File: config.mk
export PLATFORM = sky130hd
export DESIGN_NAME = i2c_txn_sequencer
export DESIGN_NICKNAME = d
export VERILOG_FILES = /design/src/rtl/i2c_txn_sequencer.sv
export SDC_FILE = /design/constraint.sdc
export NUM_CORES = 1
export LEC_CHECK = 0
export ABC_AREA = 1
export CAP_MARGIN = 20
export CORE_MARGIN = 4
export CORE_UTILIZATION = 54
export CTS_CLUSTER_SIZE = 12
export DETAILED_ROUTE_END_ITERATION = 8
export GPL_ROUTABILITY_DRIVEN = 0
export GPL_TIMING_DRIVEN = 0
export PLACE_DENSITY = 0.91
export SLEW_MARGIN = 15
export SYNTH_ARGS = -nofsm -noshare
export SYNTH_HDL_FRONTEND = slang
export SYNTH_SLANG_ARGS = --single-unit
File: constraint.sdc
create_clock -name clk -period 3 [get_ports clk]
set_input_delay 0.6 -clock clk [delete_from_list [all_inputs] [get_ports clk]]
set_output_delay 0.6 -clock clk [all_outputs]
set_load 0.005 [all_outputs]
File: src/rtl/i2c_txn_sequencer.sv
// Command FIFO and issue sequencer in front of an I2C master.
// Pops one queued transaction at a time and returns read data or timeouts.
module i2c_txn_sequencer #(
    parameter int DEPTH          = 4,
    parameter int ENABLE_CYCLES  = 5,
    parameter int TIMEOUT_CYCLES = 1024
) (
    input  logic                     clk,
    input  logic                     rst,
    input  logic                     cmd_valid,
    output logic                     cmd_ready,
    input  logic [6:0]               cmd_addr,
    input  logic                     cmd_rw,
    input  logic [7:0]               cmd_data,
    output logic [6:0]               m_address,
    output logic [7:0]               m_data_in,
    output logic                     m_rw,
    output logic                     m_enable,
    input  logic                     m_ready,
    input  logic [7:0]               m_data_out,
    output logic                     rsp_valid,
    input  logic                     rsp_ready,
    output logic [7:0]               rsp_data,
    output logic [6:0]               rsp_addr,
    output logic                     rsp_err,
    output logic                     busy,
    output logic [$clog2(DEPTH):0]   fifo_count
);

    localparam int AW = $clog2(DEPTH);
    localparam int CW = AW + 1;
    localparam int EW = (ENABLE_CYCLES > 1) ? $clog2(ENABLE_CYCLES) : 1;
    localparam int TW = $clog2(TIMEOUT_CYCLES + 1);

    typedef enum logic [2:0] {
        IDLE,
        ISSUE,
        WAIT_BUSY,
        WAIT_DONE,
        RESPOND
    } state_t;

    state_t state, state_d;

    // Entry layout: {rw, addr[6:0], data[7:0]}
    logic [15:0]   mem [DEPTH];
    logic [AW-1:0] wr_ptr;
    logic [AW-1:0] rd_ptr;
    logic [CW-1:0] count;

    logic [EW-1:0] en_cnt;
    logic [TW-1:0] to_cnt;
    logic          saw_low;

    logic push;
    logic pop;
    logic en_last;
    logic to_fire;
    logic timed_out;

    assign cmd_ready  = (count != CW'(DEPTH));
    assign fifo_count = count;
    assign push       = cmd_valid && cmd_ready;
    assign pop        = (state == IDLE) && (count != '0) && m_ready;
    assign en_last    = (en_cnt == EW'(ENABLE_CYCLES - 1));
    assign to_fire    = (to_cnt == TW'(TIMEOUT_CYCLES - 1));
    assign busy       = (state != IDLE) || (count != '0);

    always_comb begin
        state_d   = state;
        timed_out = 1'b0;
        unique case (state)
            IDLE: begin
                if (pop) state_d = ISSUE;
            end
            ISSUE: begin
                // A master that already went busy skips the busy wait
                if (en_last)
                    state_d = (saw_low || !m_ready) ? WAIT_DONE : WAIT_BUSY;
            end
            WAIT_BUSY: begin
                if (!m_ready) begin
                    state_d = WAIT_DONE;
                end else if (to_fire) begin
                    state_d   = RESPOND;
                    timed_out = 1'b1;
                end
            end
            WAIT_DONE: begin
                if (m_ready) begin
                    state_d = m_rw ? RESPOND : IDLE;
                end else if (to_fire) begin
                    state_d   = RESPOND;
                    timed_out = 1'b1;
                end
            end
            RESPOND: begin
                if (rsp_ready) state_d = IDLE;
            end
            default: state_d = IDLE;
        endcase
    end

    always_ff @(posedge clk) begin
        if (push) mem[wr_ptr] <= {cmd_rw, cmd_addr, cmd_data};
    end

    always_ff @(posedge clk) begin
        if (rst) begin
            state     <= IDLE;
            wr_ptr    <= '0;
            rd_ptr    <= '0;
            count     <= '0;
            en_cnt    <= '0;
            to_cnt    <= '0;
            saw_low   <= 1'b0;
            m_address <= '0;
            m_data_in <= '0;
            m_rw      <= 1'b0;
            m_enable  <= 1'b0;
            rsp_valid <= 1'b0;
            rsp_data  <= '0;
            rsp_addr  <= '0;
            rsp_err   <= 1'b0;
        end else begin
            state <= state_d;

            if (push) wr_ptr <= wr_ptr + AW'(1);
            if (pop)  rd_ptr <= rd_ptr + AW'(1);
            unique case ({push, pop})
                2'b10:   count <= count + CW'(1);
                2'b01:   count <= count - CW'(1);
                default: count <= count;
            endcase

            if (pop)
                {m_rw, m_address, m_data_in} <= mem[rd_ptr];

            if (state == ISSUE) en_cnt <= en_cnt + EW'(1);
            else                en_cnt <= '0;

            if (pop) begin
                m_enable <= 1'b1;
                saw_low  <= 1'b0;
            end else if (state == ISSUE) begin
                if (en_last)  m_enable <= 1'b0;
                if (!m_ready) saw_low  <= 1'b1;
            end

            // Saturating wait counter, restarted on every state change
            if (state_d != state)
                to_cnt <= '0;
            else if (to_cnt != TW'(TIMEOUT_CYCLES))
                to_cnt <= to_cnt + TW'(1);

            if (state != RESPOND && state_d == RESPOND) begin
                rsp_valid <= 1'b1;
                rsp_addr  <= m_address;
                rsp_err   <= timed_out;
                rsp_data  <= timed_out ? 8'h00 : m_data_out;
            end else if (state == RESPOND && rsp_ready) begin
                rsp_valid <= 1'b0;
                rsp_err   <= 1'b0;
            end
        end
    end

endmodule

; After elaboration in Yosys (flattened, before gate mapping)
; Memory sizes are Yosys's and may differ from the RTL's. A register that Yosys moved wholly into a read port is not among the register bits.
; Cells that the tools add are included.
; Widths: inputs -> output; s select.
[classes]
n_addsub = 6
eq_ne = 13
mux = 23
bitwise = 2
n_reduce_logical = 20
[op_table]
columns = op, n
row1 = $mux 3, 7
row2 = $pmux 3 s5, 1
row3 = $mux 1, 12
row4 = $add 11x1->11 const B, 1
row5 = $eq 11x10->1 const B, 1
row6 = $ne 11x11->1 const B, 1
row7 = $eq 3x3->1 const B, 3
row8 = $mux 8, 1
row9 = $reduce_bool 2->1, 4
row10 = $add 3x1->3 const B, 2
row11 = $eq 3x2->1 const B, 2
row12 = $ne 3x3->1 const B, 2
row13 = $pmux 3 s2, 1
row14 = $reduce_bool 3->1, 2
row15 = $reduce_or 2->1, 3
row16 = $logic_and 1x1->1, 5
row17 = $add 2x1->2 const B, 2
row18 = $reduce_and 2->1, 2
row19 = $eq 3x1->1 const B, 1
row20 = $logic_not 3->1, 1
row21 = $ne 3x3->1, 1
row22 = $sub 3x1->3 const B, 1
row23 = $eq 2x1->1 const B, 1
row24 = $eq 2x2->1 const B, 1
row25 = other kinds (4), 6
[totals]
ff_bits = 43
ramBits = 64
inputBits = 29
out_inout_bits = 39
wordCells = 77
n_memories = 1
[memory_table]
columns = name, words, word_bits, read_ports, rd_ports_with_merged_regs, write_ports, line_no
row1 = mem, 4, 16, 1, 1, 1, 46  ; logic [15:0] mem [DEPTH];

; Depth between registers and ports, before layout
[depth]
word_depth = 8
ltp_mapped = 14
mapped_depth_nobuf = 13

; Worst setup path after synthesis
; Ideal clock, no wire load.
[synth_path]
kind = input -> register
startpoint = input m_ready
endpoint = register count[2], in the netlist fifo_count[2]
arrival_time_ns = 2.190
required_ns = 2.878
slack_ns = 0.688
cell_stages = 10
n_path_buf = 1
cell_sequence = nand4_1 nor2_4 buf_1 ha_1 inv_1 fa_1 a21oi_1 o21ai_0 o21ai_0 a21oi_1
[synth_between]
elab_chain_len = 3
elab_cells_between_ends = 5
classes_between = eq/ne: 2 / mux: 1 / reduce/logical: 2
[synth_rtl]
columns = element, line_no
row1 = from (decl), 19  ; input logic m_ready,
row2 = $logic_and 1x1->1 *, 64  ; assign pop = (state == IDLE) && (count != '0) && m_ready;
row3 = net pop, 56  ; logic pop;
row4 = $eq 2x1->1 or $eq 2x2->1 (tied branches), 130  ; unique case ({push, pop})
row5 = $pmux 3 s2 or $reduce_bool 2->1 (tied branches), n/a
row6 = to (signal assigned), 131  ; 2'b10: count <= count + CW'(1);
row7 = to (signal assigned), 132  ; 2'b01: count <= count - CW'(1);
row8 = to (signal assigned), 133  ; default: count <= count;
row9 = to (decl), 49  ; logic [CW-1:0] count;
; Mark *: on every way through the listed nets, which the timed path passes. The rest lies on a longest branch.
; A chain may end at the register's enable or synchronous reset.

; Worst setup path after layout
[layout_path]
startpoint = input m_ready
endpoint = register count[2], in the netlist fifo_count[2]
[layout_between]
elab_chain_len = 3
elab_cells_between_ends = 5
classes_between = eq/ne: 2 / mux: 1 / reduce/logical: 2
[layout_rtl]
columns = element, line_no
row1 = $logic_and 1x1->1 *, 64
row2 = $eq 2x1->1 or $eq 2x2->1 (tied branches), 130
row3 = $pmux 3 s2 or $reduce_bool 2->1 (tied branches), n/a
; Mark *: on every way between the ends. The rest lies on a longest branch, timed or not.

==> impl_metrics.sql <==
INSERT INTO impl_metrics (metric_group, metric, value, unit) VALUES
('setup_path', 'crit_path_max_fanout', '18', ''),
('timing', 'fmaxAchievable', '363', 'MHz'),
('timing', 'layout_worst_path_cycle_share', '0.919', ''),
('power', 'power', '5210', 'uW'),
('setup_path', 'cp.arrival', '3140', 'ps'),
('detailed_routing', 'route.detailed.drc', '0', ''),
('setup_path', 'worstSetupPathType', 'input pin to flip-flop', ''),
('die', 'die_area', '10800', 'um^2'),
('cts', 'htree_levels', '4', ''),
('logic_synthesis', 'post_synth_inst_count', '498', ''),
('timing', 'max_clock_skew', '6.76', 'ps'),
('global_route', 'grt_pass1_vias', '4291', ''),
('cts', 'clock_insertion_delay_worst_skew', '510', 'ps'),
('final_layout', 'final_layout_size_suffix_gt1_frac', '0.117', ''),
('timing', 'layout_min_cycle_time', '2760', 'ps'),
('timing', 'headroom_to_the_max_slew_limit', '0.358', ''),
('die', 'die_width', '104', 'um'),
('cts', 'cts_buffers', '17', ''),
('detailed_routing', 'avgRoutedWirePerCell', '17.9', 'um'),
('timing', 'final_max_tran_viols', '0', ''),
('placed_design', 'io_buffers', '66', ''),
('die', 'pin_count', '68', ''),
('die', 'design.core.area', '8850', 'um^2'),
('hold_path', 'worstHoldPathType', 'flip-flop to flip-flop', ''),
('power', 'vdd_ir_drop_max', '0.000596', 'V'),
('cts', 'tritoncts', 'done', ''),
('timing', 'worst_margin_pin_slew', '963', 'ps'),
('timing', 'setup_repair_after_global_routing_missed_its_margin', 'no', ''),
('final_layout', 'area.growth.synth_to_final', '27.7', '%'),
('global_route', 'antenna_found_initial', '0', ''),
('die', 'rows', '34', ''),
('timing', 'setup_viol_count_final', '0', ''),
('die', 'die_height', '104', 'um'),
('logic_synthesis', 'synth.cell_area', '4980', 'um^2'),
('global_route', 'gr-total-overflow', '0', ''),
('logic_synthesis', 'yosysUniqueCellTypes', '34', ''),
('placed_design', 'post-dp-hpwl', '8110', 'um'),
('cts', 'postCtsSetupRepairBufs', '0', ''),
('detailed_routing', 'antenna_left', '0', ''),
('cts', 'clock_tree.root_cell', 'sky130_fd_sc_hd__clkbuf_8', ''),
('global_route', 'global_route.usage.total', '0.237', ''),
('run', 'number_of_maximum_capacitance_constraint_violations', '0', ''),
('timing', 'final_hold_viol_count', '0', ''),
('detailed_routing', 'drt_pre_antenna_iters', '5', ''),
('power', 'cellLeakagePower', '0.00231', 'uW'),
('logic_synthesis', 'syn_avg_cell_area', '9.99', 'um^2'),
('setup_path', 'setup.worst_path.end_class', 'flip-flop', ''),
('final_layout', 'insertedDiodeCount', '0', ''),
('final_layout', 'final_core_util', '0.718', ''),
('outcome', 'run_status', 'finished clean', ''),
('logic_synthesis', 'syn-num-nets', '537', ''),
('cts', 'cts_max_path_buffers', '2', ''),
('timing', 'fin_setup_tns', '0', 'ps'),
('global_route', 'grt_max_degree', '17', ''),
('detailed_routing', 'number_of_violations_reported_at_the_end_of_detailed_routing_iteration_0', '325', ''),
('cts', 'clk_pin_slew', '60', 'ps'),
('die', 'floorplan.initialDensity', '0.563', ''),
('global_route', 'grt_pass1_wl', '20500', 'um'),
('detailed_routing', 'finalWirelength', '12600', 'um'),
('setup_path', 'critPathRequiredTime', '3390', 'ps'),
('cts', 'cts_sinks', '123', ''),
('detailed_routing', 'num_vias', '4089', ''),
('setup_path', 'timing.critical_path.from_type', 'input pin', ''),
('detailed_routing', 'post_drt_via_cell_ratio', '5.79', ''),
('power', 'power_density', '820', 'nW/um^2'),
('timing', 'timing.final.ws_setup', '242', 'ps'),
('cts', 'cts_resized', '0', ''),
('logic_synthesis', 'ys.warnings.count', '0', ''),
('final_layout', 'final_net_count', '624', ''),
('logic_synthesis', 'ys_seq_area_frac', '0.623', ''),
('placed_design', 'worst_slack_at_placement', '-431', 'ps'),
('timing', 'hold-worst-slack', '459', 'ps'),
('logic_synthesis', 'ys_ff_latch', '123', '');
==> metal layers <==
metal / routed length, um / global-route usage
met1: 4700 / 0.256
met2: 6540 / 0.429
met3: 1050 / 0.0646
met4: 355 / 0.112
met5: 0 / 0
==> registers in the layout (all words and copies together), names as in the netlist, 2 cells and up <==
register and flops:
mem 64, to_cnt 11, m_data_in 8, rsp_data 8, m_address 7, rsp_addr 7
en_cnt 3, fifo_count 3, state 3, rd_ptr 2, wr_ptr 2
==> path summary, 6_finish.rpt <==
check | start | end | slack, ps | cells after the start
setup / recovery | m_ready | fifo_count[2] | 240 | 10
hold / removal | rsp_data[1] | rsp_data[1] | 460 | 2
setup reg to reg | fifo_count[1] | fifo_count[2] | 460 | 11
hold reg to reg | rsp_data[1] | rsp_data[1] | 460 | 2
==> layout by cell type (no fill, tap or decap), types with 2 or more instances in the layout <==
cell,n
sky130_fd_sc_hd__nor2_1,98
sky130_fd_sc_hd__clkdlybuf4s50_1,66
sky130_fd_sc_hd__edfxtp_1,64
sky130_fd_sc_hd__o21ai_0,63
sky130_fd_sc_hd__dfxtp_1,59
sky130_fd_sc_hd__nand2_1,47
sky130_fd_sc_hd__inv_1,34
sky130_fd_sc_hd__a21oi_1,17
sky130_fd_sc_hd__a31oi_1,17
sky130_fd_sc_hd__clkbuf_16,16
sky130_fd_sc_hd__nor2_2,15
sky130_fd_sc_hd__clkbuf_1,13
sky130_fd_sc_hd__nand3_1,11
sky130_fd_sc_hd__ha_1,9
sky130_fd_sc_hd__inv_6,9
sky130_fd_sc_hd__xor2_1,7
sky130_fd_sc_hd__nand4_1,6
sky130_fd_sc_hd__nor3_1,5
sky130_fd_sc_hd__nor2_4,4
sky130_fd_sc_hd__nand2_2,4
sky130_fd_sc_hd__buf_6,4
sky130_fd_sc_hd__buf_1,2
sky130_fd_sc_hd__buf_2,2
sky130_fd_sc_hd__inv_2,2
sky130_fd_sc_hd__nand2_4,2
sky130_fd_sc_hd__clkinv_1,2
sky130_fd_sc_hd__xnor2_1,2
sky130_fd_sc_hd__clkinv_2,2
sky130_fd_sc_hd__clkinv_4,2
==> cell usage after synthesis <==
library cell | count | area share
sky130_fd_sc_hd__a2111oi_0 | 1 | 0.0018
sky130_fd_sc_hd__a211oi_2 | 1 | 0.0025
sky130_fd_sc_hd__a21oi_1 | 17 | 0.017
sky130_fd_sc_hd__a22oi_1 | 1 | 0.0015
sky130_fd_sc_hd__a31oi_1 | 17 | 0.021
sky130_fd_sc_hd__buf_1 | 3 | 0.0023
sky130_fd_sc_hd__buf_2 | 2 | 0.0020
sky130_fd_sc_hd__buf_6 | 2 | 0.0045
sky130_fd_sc_hd__clkbuf_1 | 13 | 0.0098
sky130_fd_sc_hd__clkinv_1 | 2 | 0.0015
sky130_fd_sc_hd__dfxtp_1 | 59 | 0.24
sky130_fd_sc_hd__edfxtp_1 | 64 | 0.39
sky130_fd_sc_hd__fa_1 | 1 | 0.0040
sky130_fd_sc_hd__ha_1 | 9 | 0.023
sky130_fd_sc_hd__inv_1 | 34 | 0.026
sky130_fd_sc_hd__inv_2 | 2 | 0.0015
sky130_fd_sc_hd__inv_4 | 1 | 0.0013
sky130_fd_sc_hd__nand2_1 | 47 | 0.035
sky130_fd_sc_hd__nand2_2 | 4 | 0.0050
sky130_fd_sc_hd__nand2_4 | 2 | 0.0045
sky130_fd_sc_hd__nand3_1 | 11 | 0.011
sky130_fd_sc_hd__nand3_4 | 1 | 0.0035
sky130_fd_sc_hd__nand3b_1 | 1 | 0.0015
sky130_fd_sc_hd__nand4_1 | 6 | 0.0075
sky130_fd_sc_hd__nor2_1 | 102 | 0.077
sky130_fd_sc_hd__nor2_2 | 11 | 0.014
sky130_fd_sc_hd__nor2_4 | 4 | 0.0090
sky130_fd_sc_hd__nor3_1 | 5 | 0.0050
sky130_fd_sc_hd__nor3b_1 | 1 | 0.0015
sky130_fd_sc_hd__nor4_1 | 1 | 0.0013
sky130_fd_sc_hd__o21ai_0 | 63 | 0.063
sky130_fd_sc_hd__o21ai_2 | 1 | 0.0018
sky130_fd_sc_hd__xnor2_1 | 2 | 0.0035
sky130_fd_sc_hd__xor2_1 | 7 | 0.012
==> worst max-delay path: stages <==
cell and delay (ps):
sky130_fd_sc_hd__clkdlybuf4s50_1 610, sky130_fd_sc_hd__nand4_1 190, sky130_fd_sc_hd__nor2_4 420, sky130_fd_sc_hd__ha_1 260, sky130_fd_sc_hd__inv_1 80, sky130_fd_sc_hd__fa_1 400
sky130_fd_sc_hd__a21oi_1 150, sky130_fd_sc_hd__o21ai_0 130, sky130_fd_sc_hd__o21ai_0 220, sky130_fd_sc_hd__a21oi_1 90
==> report_power, final <==
| part | switching [uW] | internal, uW |
|---|---|---|
| sequential | 124 | 1990 |
| combinational | 750 | 488 |
| clock | 819 | 1040 |
==> area by class of cell <==
| type | count | area [um^2] |
|---|---|---|
| Buffer | 19 | 88.8 |
| Clock inverter | 15 | 125 |
| Tap cell | 108 | 135 |
| Sequential cell | 123 | 3100 |
| Fill cell | 589 | 2490 |
| Timing Repair Buffer | 69 | 698 |
| Multi-Input combinational cell | 316 | 1640 |
| Clock buffer | 17 | 414 |
| Inverter | 39 | 149 |
==> timing repair <==
action,CTS,global route
endpoints found under the setup margin,0,1
hold endpoints to repair,0,0
hold buffers,0,0
==> metrics by stage <==
stage / cell area, um^2 / instances
finish: 6360 / 706
global route: 6360 / 706
CTS: 6360 / 707
detailed placement: 5820 / 675
global placement: 5770 / 672
floorplan: 4980 / 498
==> cells by family (layout without fill, tap and decap cells) <==
kind of cell / after synthesis / count (layout) / share of synthesized area
DFF: 123 / 123 / 0.623
AOI/OAI and AO/OA: 101 / 101 / 0.109
and+or+nand+nor: 196 / 196 / 0.176
xor gates and xnor gates: 9 / 9 / 0.0158
buffers and inverters: 59 / 159 / 0.0485
adders and majority gates: 10 / 10 / 0.0266
Power figures use the tool's default switching activity.
